$ cat config.mk
export PLATFORM = sky130hd
export DESIGN_NAME = cus19_alu_issue
export DESIGN_NICKNAME = d
export VERILOG_FILES = /design/src/rtl/cus19_alu_issue.sv
export SDC_FILE = /design/constraint.sdc
export NUM_CORES = 1
export LEC_CHECK = 0
export BUFFER_PORTS_ARGS = -buffer_cell sky130_fd_sc_hd__buf_2
export CAP_MARGIN = 20
export CORE_MARGIN = 2
export CORE_UTILIZATION = 61
export CTS_CLUSTER_DIAMETER = 150
export DETAILED_ROUTE_END_ITERATION = 12
export MAX_ROUTING_LAYER = met4
export PLACE_DENSITY = 0.94
export SETUP_SLACK_MARGIN = 0.2
export SLEW_MARGIN = 20
export SYNTH_ARGS = -nofsm -noshare
export SYNTH_HDL_FRONTEND = slang
export SYNTH_SLANG_ARGS = --single-unit
$ cat constraint.sdc
create_clock -name clk_in -period 5.4 [get_ports clk_in]
set_input_delay 0.27 -clock clk_in [delete_from_list [all_inputs] [get_ports clk_in]]
set_output_delay 0.27 -clock clk_in [all_outputs]
set_load 0.01 [all_outputs]
$ cat src/rtl/cus19_alu_issue.sv
// In-order ALU issue pipeline: instruction queue -> execute register -> writeback register.
// Optional build macro CUS19_DIV0_TRAP_EN traps DIV (funct 4'b0011) with op2 == 0 before it reaches the ALU.
module cus19_alu_issue #(
  parameter int Data_Width   = 8,
  parameter int Result_Width = 2 * Data_Width,
  parameter int Q_Depth      = 4
) (
  input  logic                    clk_in,
  input  logic                    rst_n_in,
  input  logic                    flush_in,
  input  logic                    dec_valid_in,
  output logic                    dec_ready_out,
  input  logic [Data_Width-1:0]   dec_op1_in,
  input  logic [Data_Width-1:0]   dec_op2_in,
  input  logic [3:0]              dec_funct_in,
  input  logic [2:0]              dec_rd_in,
  output logic [Data_Width-1:0]   alu_op1_out,
  output logic [Data_Width-1:0]   alu_op2_out,
  output logic [3:0]              alu_funct_out,
  output logic                    alu_en_out,
  input  logic [Result_Width-1:0] alu_result_in,
  output logic                    wb_valid_out,
  input  logic                    wb_ready_in,
  output logic [Result_Width-1:0] wb_result_out,
  output logic [2:0]              wb_rd_out,
  output logic                    wb_err_out
);

  localparam int Ptr_W = $clog2(Q_Depth);
  localparam int Cnt_W = Ptr_W + 1;

  // Handshakes: a transfer happens on a rising edge where valid && ready are both high;
  // valid never depends on ready, and the producer holds its payload until the transfer.

  logic [Data_Width-1:0] q_op1   [Q_Depth];
  logic [Data_Width-1:0] q_op2   [Q_Depth];
  logic [3:0]            q_funct [Q_Depth];
  logic [2:0]            q_rd    [Q_Depth];

  logic [Ptr_W-1:0]      wr_ptr;
  logic [Ptr_W-1:0]      rd_ptr;
  logic [Cnt_W-1:0]      q_count;
  logic [Cnt_W-1:0]      count_next;

  logic                  ex_valid;
  logic [Data_Width-1:0] ex_op1;
  logic [Data_Width-1:0] ex_op2;
  logic [3:0]            ex_funct;
  logic [2:0]            ex_rd;
  logic                  ex_trap;

  logic                  push;
  logic                  pop;
  logic                  ex_adv;

  assign push   = dec_valid_in && dec_ready_out && !flush_in;
  assign ex_adv = ex_valid && (!wb_valid_out || wb_ready_in);
  assign pop    = (q_count != '0) && (!ex_valid || ex_adv);

`ifdef CUS19_DIV0_TRAP_EN
  assign ex_trap = ex_valid && (ex_funct == 4'b0011) && (ex_op2 == '0);
`else
  assign ex_trap = 1'b0;
`endif

  always_comb begin
    count_next = q_count;
    if (flush_in) begin
      count_next = '0;
    end else begin
      case ({push, pop})
        2'b10:   count_next = q_count + 1'b1;
        2'b01:   count_next = q_count - 1'b1;
        default: count_next = q_count;
      endcase
    end
  end

  // Queue storage needs no reset: entries are only read when counted as valid.
  always_ff @(posedge clk_in) begin
    if (push) begin
      q_op1[wr_ptr]   <= dec_op1_in;
      q_op2[wr_ptr]   <= dec_op2_in;
      q_funct[wr_ptr] <= dec_funct_in;
      q_rd[wr_ptr]    <= dec_rd_in;
    end
  end

  always_ff @(posedge clk_in or negedge rst_n_in) begin
    if (!rst_n_in) begin
      wr_ptr        <= '0;
      rd_ptr        <= '0;
      q_count       <= '0;
      dec_ready_out <= 1'b0;
    end else begin
      q_count       <= count_next;
      dec_ready_out <= !flush_in && (count_next < Cnt_W'(Q_Depth));
      if (flush_in) begin
        wr_ptr <= '0;
        rd_ptr <= '0;
      end else begin
        if (push) wr_ptr <= wr_ptr + 1'b1;
        if (pop)  rd_ptr <= rd_ptr + 1'b1;
      end
    end
  end

  always_ff @(posedge clk_in or negedge rst_n_in) begin
    if (!rst_n_in) begin
      ex_valid <= 1'b0;
      ex_op1   <= '0;
      ex_op2   <= '0;
      ex_funct <= '0;
      ex_rd    <= '0;
    end else if (flush_in) begin
      ex_valid <= 1'b0;
    end else if (pop) begin
      ex_valid <= 1'b1;
      ex_op1   <= q_op1[rd_ptr];
      ex_op2   <= q_op2[rd_ptr];
      ex_funct <= q_funct[rd_ptr];
      ex_rd    <= q_rd[rd_ptr];
    end else if (ex_adv) begin
      ex_valid <= 1'b0;
    end
  end

  assign alu_en_out    = ex_valid && !ex_trap;
  assign alu_op1_out   = ex_valid ? ex_op1   : '0;
  assign alu_op2_out   = ex_valid ? ex_op2   : '0;
  assign alu_funct_out = ex_valid ? ex_funct : '0;

  // A trapped entry bypasses the ALU and writes back an all-ones result.
  always_ff @(posedge clk_in or negedge rst_n_in) begin
    if (!rst_n_in) begin
      wb_valid_out  <= 1'b0;
      wb_result_out <= '0;
      wb_rd_out     <= '0;
    end else if (flush_in) begin
      wb_valid_out <= 1'b0;
    end else if (ex_adv) begin
      wb_valid_out  <= 1'b1;
      wb_result_out <= ex_trap ? '1 : alu_result_in;
      wb_rd_out     <= ex_rd;
    end else if (wb_ready_in) begin
      wb_valid_out <= 1'b0;
    end
  end

`ifdef CUS19_DIV0_TRAP_EN
  always_ff @(posedge clk_in or negedge rst_n_in) begin
    if (!rst_n_in) begin
      wb_err_out <= 1'b0;
    end else if (!flush_in && ex_adv) begin
      wb_err_out <= ex_trap;
    end
  end
`else
  assign wb_err_out = 1'b0;
`endif

endmodule

==> results of run 1 <==
-- Yosys cell counts, types with 2 or more instances --
cell type  instances
ha_1               8
mux2_1             3
nor2_1             7
inv_1              4
and2_1            24
mux4_1             6
edfxtp_1          92
buf_4              2
buf_12             2
mux2i_1            2
nand2_1            5
a21oi_1            7
mux4_2            17
clkbuf_1           4
buf_2              3
or3_1              2
mux2_4            17
dfrtp_1           52
buf_6              3
nor2b_1            2
nor3_4             2
mux2_2            23
-- critical path, stage by stage (launching register included) --
cell     delay [ps]
dfrtp_1         790
and3b_4         350
nor2_1          100
ha_1            270
xor2_1          160
ha_1            280
or3b_2          440
a21oi_1         150
-- cell families after synthesis --
| group | count (synthesis) | share of synthesized area [%] |
|---|---|---|
| buffers and inverters | 19 | 2.379 |
| XOR/XNOR | 2 | 0.3028 |
| AND/OR/NAND/NOR | 49 | 5.299 |
| other | 1 | 0.06482 |
| AO/OA/AOI/OAI | 9 | 0.8217 |
| flip-flops | 144 | 70.24 |
| multiplexers | 68 | 19.16 |
| adder cells (fa/ha/maj) | 8 | 1.730 |
-- repair_timing --
item / in CTS / in global routing
endpoints found under the hold margin: 160 / 0
hold buffers: 40 / 0
setup endpoints to repair: 0 / 0
-- worst paths after layout --
kind                                          end  slack, ps
worst min register to register          ex_op2[5]        490
min in group asynchronous       wb_result_out[10]        400
worst min-delay path                    wr_ptr[1]         40
worst max register to register         q_count[1]       2790
worst max-delay path                   q_count[1]       2790
max in group asynchronous               rd_ptr[1]       4540
-- placed cells by master, fill, tap and decap left out, types with 2 or more instances in the layout --
cell           netlist  routed
inv_1                4       4
mux2_4              17      17
clkinv_4             0       2
dfrtp_1             52      51
and2_1              24      20
and2_2               0       4
mux4_2              17      17
nor2b_1              2       2
buf_4                2       4
a21oi_1              7       7
mux2_2              23      23
clkbuf_8             0       2
clkbuf_16            0      16
nor2_1               7       7
edfxtp_1            92      92
nand2_1              5       5
or3_1                2       2
mux2i_1              2       2
mux2_1               3       3
buf_2                3      85
clkinvlp_4           0       6
dlygate4sd3_1        0      40
nor3_4               2       2
mux4_1               6       6
inv_6                0       4
ha_1                 8       8
-- layout make-up --
type                            count  area (sq um)
Sequential cell                   144          4065
Inverter                            5         18.77
Tap cell                          129         161.4
Clock inverter                     14         131.4
Clock buffer                       18         427.9
Fill cell                         472          1986
Multi-Input combinational cell    137          1594
Timing Repair Buffer              129         855.8
-- metal layers --
layer,track usage (%),up-vias
met5,-,-
met4,7.380,0
met3,6.073,13
met2,40.96,105
met1,27.20,1566
li1,-,1413
-- registers in the layout (all words and copies together) (netlist names) --
signal and flops:
wb_result_out 16, q_count 3, ex_op1 8, rd_ptr 2, wr_ptr 2, ex_op2 8
q_rd 12, ex_funct 4, q_op2 32, q_op1 32, wb_valid_out 1, ex_rd 3
q_funct 16, dec_ready_out 1, wb_rd_out 3, alu_en_out 1
-- metrics by stage --
step	util, %	cells	cell area, sq um	power [W]	hold slack (ps)
floorplan	-	300	5786	0.001635	-25.59
global placement	68.06	504	6289	0.001745	423.4
detailed placement	68.11	504	6294	0.001775	435.3
CTS	78.50	576	7253	0.002876	27.22
global route	78.51	576	7254	0.002982	51.93
finish	78.51	576	7254	0.002858	41.61
-- power groups by stage --
stage          registers (W)  logic [W]  clock network [W]
2_1_floorplan        0.00144   0.000192                  0
3_3_place_gp         0.00142   0.000325                  0
3_5_place_dp         0.00143   0.000342                  0
4_1_cts              0.00142   0.000370            0.00109
5_1_grt              0.00143   0.000404            0.00114
6_report             0.00142   0.000368            0.00107
==> results.ini, run 1 <==
[sta]
setup_slack_ps = 2787
period_share_pct = 48.39
slew_violations = 0
setup_viol = 0
tns_ps = 0
rsz0062_at_grt = false
worst_pin_slew_ps = 692.7
max_slew_margin_pct = 53.82
hold_viol_final = 0
final.setup_skew_ps = 12.91
fin_crit_ps = 2613
max_clock_freq_mhz = 382.7

[floorplanning]
die-area_sq_um = 10280
rows = 35
ios = 87
start_util_pct = 62.61
die_height_um = 101.4
core_area_sq_um = 9240
die_w_um = 101.4

[place]
dp_hpwl_um = 6173
io_buffers = 85
post-place-ws_ps = 2820
gp_congestion = 0.7139

[pwr]
p_switching_w = 0.0006720
p_int_w = 0.002186
worst_ir_drop_vdd_mv = 0.3197
pwr-share-seq_pct = 49.5
p_leak_nw = 2.894
p_sw_share_pct = 23.51
p_comb_share_pct = 12.9
pwr-share-clk_pct = 37.6
powerDensity_nw_per_um2 = 394.0

[grt]
grt_pass1_wl_um = 17070
grt_max_degree = 53
grtUsageTotal_pct = 23.65
grt_pass1_vias = 3315
grt_antenna_before_repair = 0
grt_overflow = 0

[cts]
cts_num_sinks = 144
clk_pin_slew_worst_paths_ps = 60
cts.htree.levels = 4
cts_root_buf = clkbuf_8
clk_latency_ps = 510
cts_tree = done
cts_setup_buffers = 0
cts_resized = 0
cts.path.max_buffers = 2
numCtsBuffers = 17

[route]
drt_iter0_markers = 169
wl_met3_um = 517
via_per_inst = 5.377
dr.pass1.iters = 5
wl_met1_um = 4158
ant_nets = 0
wl_per_cell_um = 18.80
drc = 0
routed_wl_um = 10830
top_layer = met4
vias = 3097
route.met2.wl_um = 6009

[worst_setup_path]
worstPathRequired_ps = 5840
startpoint = alu_en_out
reg2reg_depth = 7
end_kind = flip-flop
crit_fanout = 25
reg2reg_from = alu_en_out
worstSetupPathType = reg2reg
arrival_ps = 3050
critPathLaunchType = flip-flop

[yosys]
netlist_top_cells_area = edfxtp_1, dfrtp_1, mux4_2, mux2_2, mux2_4
synth_edf_count = 92
synth_area_per_cell_sq_um = 19.29
syn-cell-area_sq_um = 5786
ys_warn_count = 0
synth_top_area_cell = edfxtp_1
yosysTopAreaCellShare_pct = 47.75
synthArstFlopShare_pct = 36.11
synth_cell_types = 35
synth_flop_cell = edfxtp_1
syn_inst = 300
synth-seq-area-share_pct = 70.24
synthesis.nets = 352
synth_seq_cells = 144

[layout]
syn_to_final_growth_pct = 25.39
drive_above_1_share_pct = 42.28
diodes = 0
nets = 486

[min_path]
hp-start = dec_valid_in
hold_class = in2reg
worstHoldPathCells = 3

[run_status]
outcome = complete, no violations

[job]
maxCapViolations = 0

(Power assumes the default switching activity.)
==> run 2: changes to the inputs <==
--- a/config.mk
+++ b/config.mk
@@ -5,14 +5,15 @@
 export SDC_FILE = /design/constraint.sdc
 export NUM_CORES = 1
 export LEC_CHECK = 0
+export ABC_AREA = 1
 export BUFFER_PORTS_ARGS = -buffer_cell sky130_fd_sc_hd__buf_2
 export CAP_MARGIN = 20
 export CORE_MARGIN = 2
-export CORE_UTILIZATION = 61
+export CORE_UTILIZATION = 57
 export CTS_CLUSTER_DIAMETER = 150
 export DETAILED_ROUTE_END_ITERATION = 12
 export MAX_ROUTING_LAYER = met4
-export PLACE_DENSITY = 0.94
+export PLACE_DENSITY = 0.89
 export SETUP_SLACK_MARGIN = 0.2
 export SLEW_MARGIN = 20
 export SYNTH_ARGS = -nofsm -noshare
==> constraint.sdc (replaced) <==
create_clock -name clk_in -period 2.6 [get_ports clk_in]
set_input_delay 0.13 -clock clk_in [delete_from_list [all_inputs] [get_ports clk_in]]
set_output_delay 0.13 -clock clk_in [all_outputs]
set_load 0.01 [all_outputs]
==> run 2 against run 1 <==
Effect of this change:
- critical endpoint is now dec_ready_out
- critical path type unchanged
- register-to-register slack got worse by 2300 ps
- first-iteration DRC count increased to 4.0 times the previous value
- wire length increased by 29%
- combinational power increased to 6.1 times the previous value
- sequential power increased by 120%
- final cell count increased by 49%
- via count increased by 50%
- non-clock buffer count increased by 10
- sequential cell count unchanged
- synthesized cell count increased by 93%
- worst hold slack improved by 21 ps
- power increased to 2.7 times the previous value
==> results.ini, run 2 <==
[route]
drc = 0
drt_iter0_markers = 670
wl_per_cell_um = 16.26
vias = 4631
ant_nets = 0
dr.pass1.iters = 6
via_per_inst = 5.385
routed_wl_um = 13990

[yosys]
synth_area_per_cell_sq_um = 10.34
synth_seq_cells = 144
ys_warn_count = 0
synthArstFlopShare_pct = 36.11
synth_commonest_cells = nand2_1, nor2_1, edfxtp_1
synth_edf_count = 92
synth_cell_types = 24
synth_top_area_cell = edfxtp_1
yosysTopAreaCellShare_pct = 46.14
synth-seq-area-share_pct = 67.88
netlist_top_cells_area = edfxtp_1, dfrtp_1, nand2_1, nor2_1, o21ai_0
synthesis.nets = 631
synth_flop_cell = edfxtp_1
syn-cell-area_sq_um = 5987
synth_most_common_cell = nand2_1
syn_inst = 579

[floorplanning]
ios = 87
die-area_sq_um = 11340
die_w_um = 106.5
start_util_pct = 58.25
die_height_um = 106.5
core_area_sq_um = 10280
rows = 37

[sta]
fin_crit_ps = 2080
final.setup_skew_ps = 13.45
setup_viol = 0
worst_pin_slew_ps = 701.9
max_slew_margin_pct = 53.14
period_share_pct = 80.01
rsz0062_at_grt = false
hold_ws_ps = 62.79
hold_viol_final = 0
slew_violations = 0
max_clock_freq_mhz = 480.7
tns_ps = 0

[layout]
multi_input_area_sq_um = 1535
fillers = 630
final_common_cell = nand2_1
diodes = 0
syn_to_final_growth_pct = 25.75
top_regs = q_op1 x32, q_op2 x32
seq_area_sq_um = 4064
nets = 763
drive_above_1_share_pct = 18.37
layout_common_cells = nand2_1, nor2_1, edfxtp_1

[pwr]
p_leak_nw = 3.532
p_int_w = 0.005152
p_switching_w = 0.002592
p_comb_share_pct = 28.9
powerDensity_nw_per_um2 = 1029
worst_ir_drop_vdd_mv = 0.4818
pwr-share-clk_pct = 31.5
pwr-share-seq_pct = 39.6
total_power_w = 0.007744
p_sw_share_pct = 33.47

[worst_setup_path]
reg2reg_from = q_count[0]
arrival_ps = 2490
worstPathRequired_ps = 3010
rr_endpoint = dec_ready_out
end_kind = flip-flop
cpMostUsedCell = inv_1
reg2reg_depth = 14
path_cells = inv_1 > nand3_2 > nand2_4 > inv_1 > ha_1 > xor2_1 > ha_1 > inv_1 > nand2_1 > inv_1 > nand2_1 > nand3_1 > nand2_1 > nor2_1
critical_path_buf_inv_count = 4
critPathLaunchType = flip-flop
slowest_stage = dfrtp_1
crit_fanout = 4
crit_family = simple AND/OR/NAND/NOR gates
rrSetupSlack_ps = 520
worstSetupPathType = reg2reg
crit_path_max_incr_delay_ps = 410

[grt]
grt_antenna_before_repair = 0
grtUsageTotal_pct = 27.14
grt_max_degree = 49
grt_pass1_vias = 4631
grt_overflow = 0
grt_pass1_wl_um = 22510

[place]
gp_congestion = 0.8696
io_buffers = 85
dp_hpwl_um = 7707

[cts]
clk_latency_ps = 530
cts_root_buf = clkbuf_8
clk_pin_slew_worst_paths_ps = 60
numCtsBuffers = 17
cts_resized = 0
cts_tree = done
cts.path.max_buffers = 2
cts_num_sinks = 144
cts.htree.levels = 4

[job]
maxCapViolations = 0

[min_path]
hold_class = in2async

[run_status]
outcome = complete, no violations

## run 2: cell count changes after synthesis, sizes merged, moves of 6 or more
cell	before	now
a21oi	7	1
and2	24	0
buf	10	21
inv	5	60
mux2	43	0
mux4	23	0
nand2	5	155
nand3	1	8
nor2	7	100
o21ai	1	72
## run 2: cell type report
class / count / share of cell area, %
sequential: 144 / 53.98
multi-input combinational: 349 / 20.39
timing repair buffer: 139 / 12.50
clock buffer: 19 / 5.601
inverter: 60 / 3.025
tap: 136 / 2.260
clock inverter: 13 / 2.244
## run 2: worst max-delay path by stage
| stage | from | endpoint | slack (ps) | cells after the start |
|---|---|---|---|---|
| after floorplan | wr_ptr[0] | q_funct[2][0] | 550 | 4 |
| after global placement | q_count[2] | dec_ready_out | 770 | 14 |
| after detailed placement | q_count[2] | dec_ready_out | 610 | 14 |
| after CTS | q_count[0] | dec_ready_out | 580 | 14 |
| after global routing | q_count[0] | q_count[2] | 360 | 14 |
| final | q_count[0] | dec_ready_out | 520 | 14 |
## run 2: logic make-up (layout without fill, tap and decap cells)
| logic type | after synthesis | count (layout) | synth area share, % |
|---|---|---|---|
| compound gates | 73 | 73 | 6.165 |
| xor+xnor | 2 | 2 | 0.2926 |
| fa+ha+maj | 8 | 8 | 1.672 |
| buf+inv | 86 | 231 | 6.646 |
| flops | 144 | 144 | 67.88 |
| other cells | 1 | 1 | 0.06264 |
| simple gates | 265 | 265 | 17.28 |
## run 2: metrics by stage
stage / cells / utilization [%] / worst slack (ps) / cell area, sq um
final: 860 / 73.25 / 519.7 / 7528
after detailed placement: 784 / 63.22 / 612.2 / 6497
after global placement: 784 / 63.22 / 773.6 / 6497
after CTS: 860 / 73.25 / 582.2 / 7528
after floorplan: 579 / - / 549.0 / 5987
after global routing: 860 / 73.25 / 360.5 / 7528
## run 2: power by group through the flow
stage / Combinational (W) / Clock [W] / Sequential [W]
global route: 0.00250 / 0.00257 / 0.00311
finish: 0.00224 / 0.00244 / 0.00307
CTS: 0.00218 / 0.00245 / 0.00306
floorplan: 0.00139 / 0 / 0.00314
detailed placement: 0.00207 / 0 / 0.00309
global placement: 0.00197 / 0 / 0.00307
## run 2: timing repair
item / 4_1_cts / 5_1_grt
setup buffers: 0 / 0
endpoints found under the hold margin: 152 / 0
hold buffers: 44 / 0
## run 2: routing by layer
metal / GRT usage (%) / up-vias / share of wire, %
li1: - / 2121 / -
met1: 31.61 / 2159 / 38
met2: 43.82 / 290 / 49
met3: 6.622 / 61 / 8.4
met4: 14.56 / 0 / 4.2
met5: - / - / 0
## run 2: worst reg2reg max path: cells and delay by family, from the launching register on
kind,cells,cell delay [ps]
XOR/XNOR,1,190
adder cells (fa/ha/maj),2,470
buffers and inverters,4,330
flip-flops,1,410
AND/OR/NAND/NOR,7,560
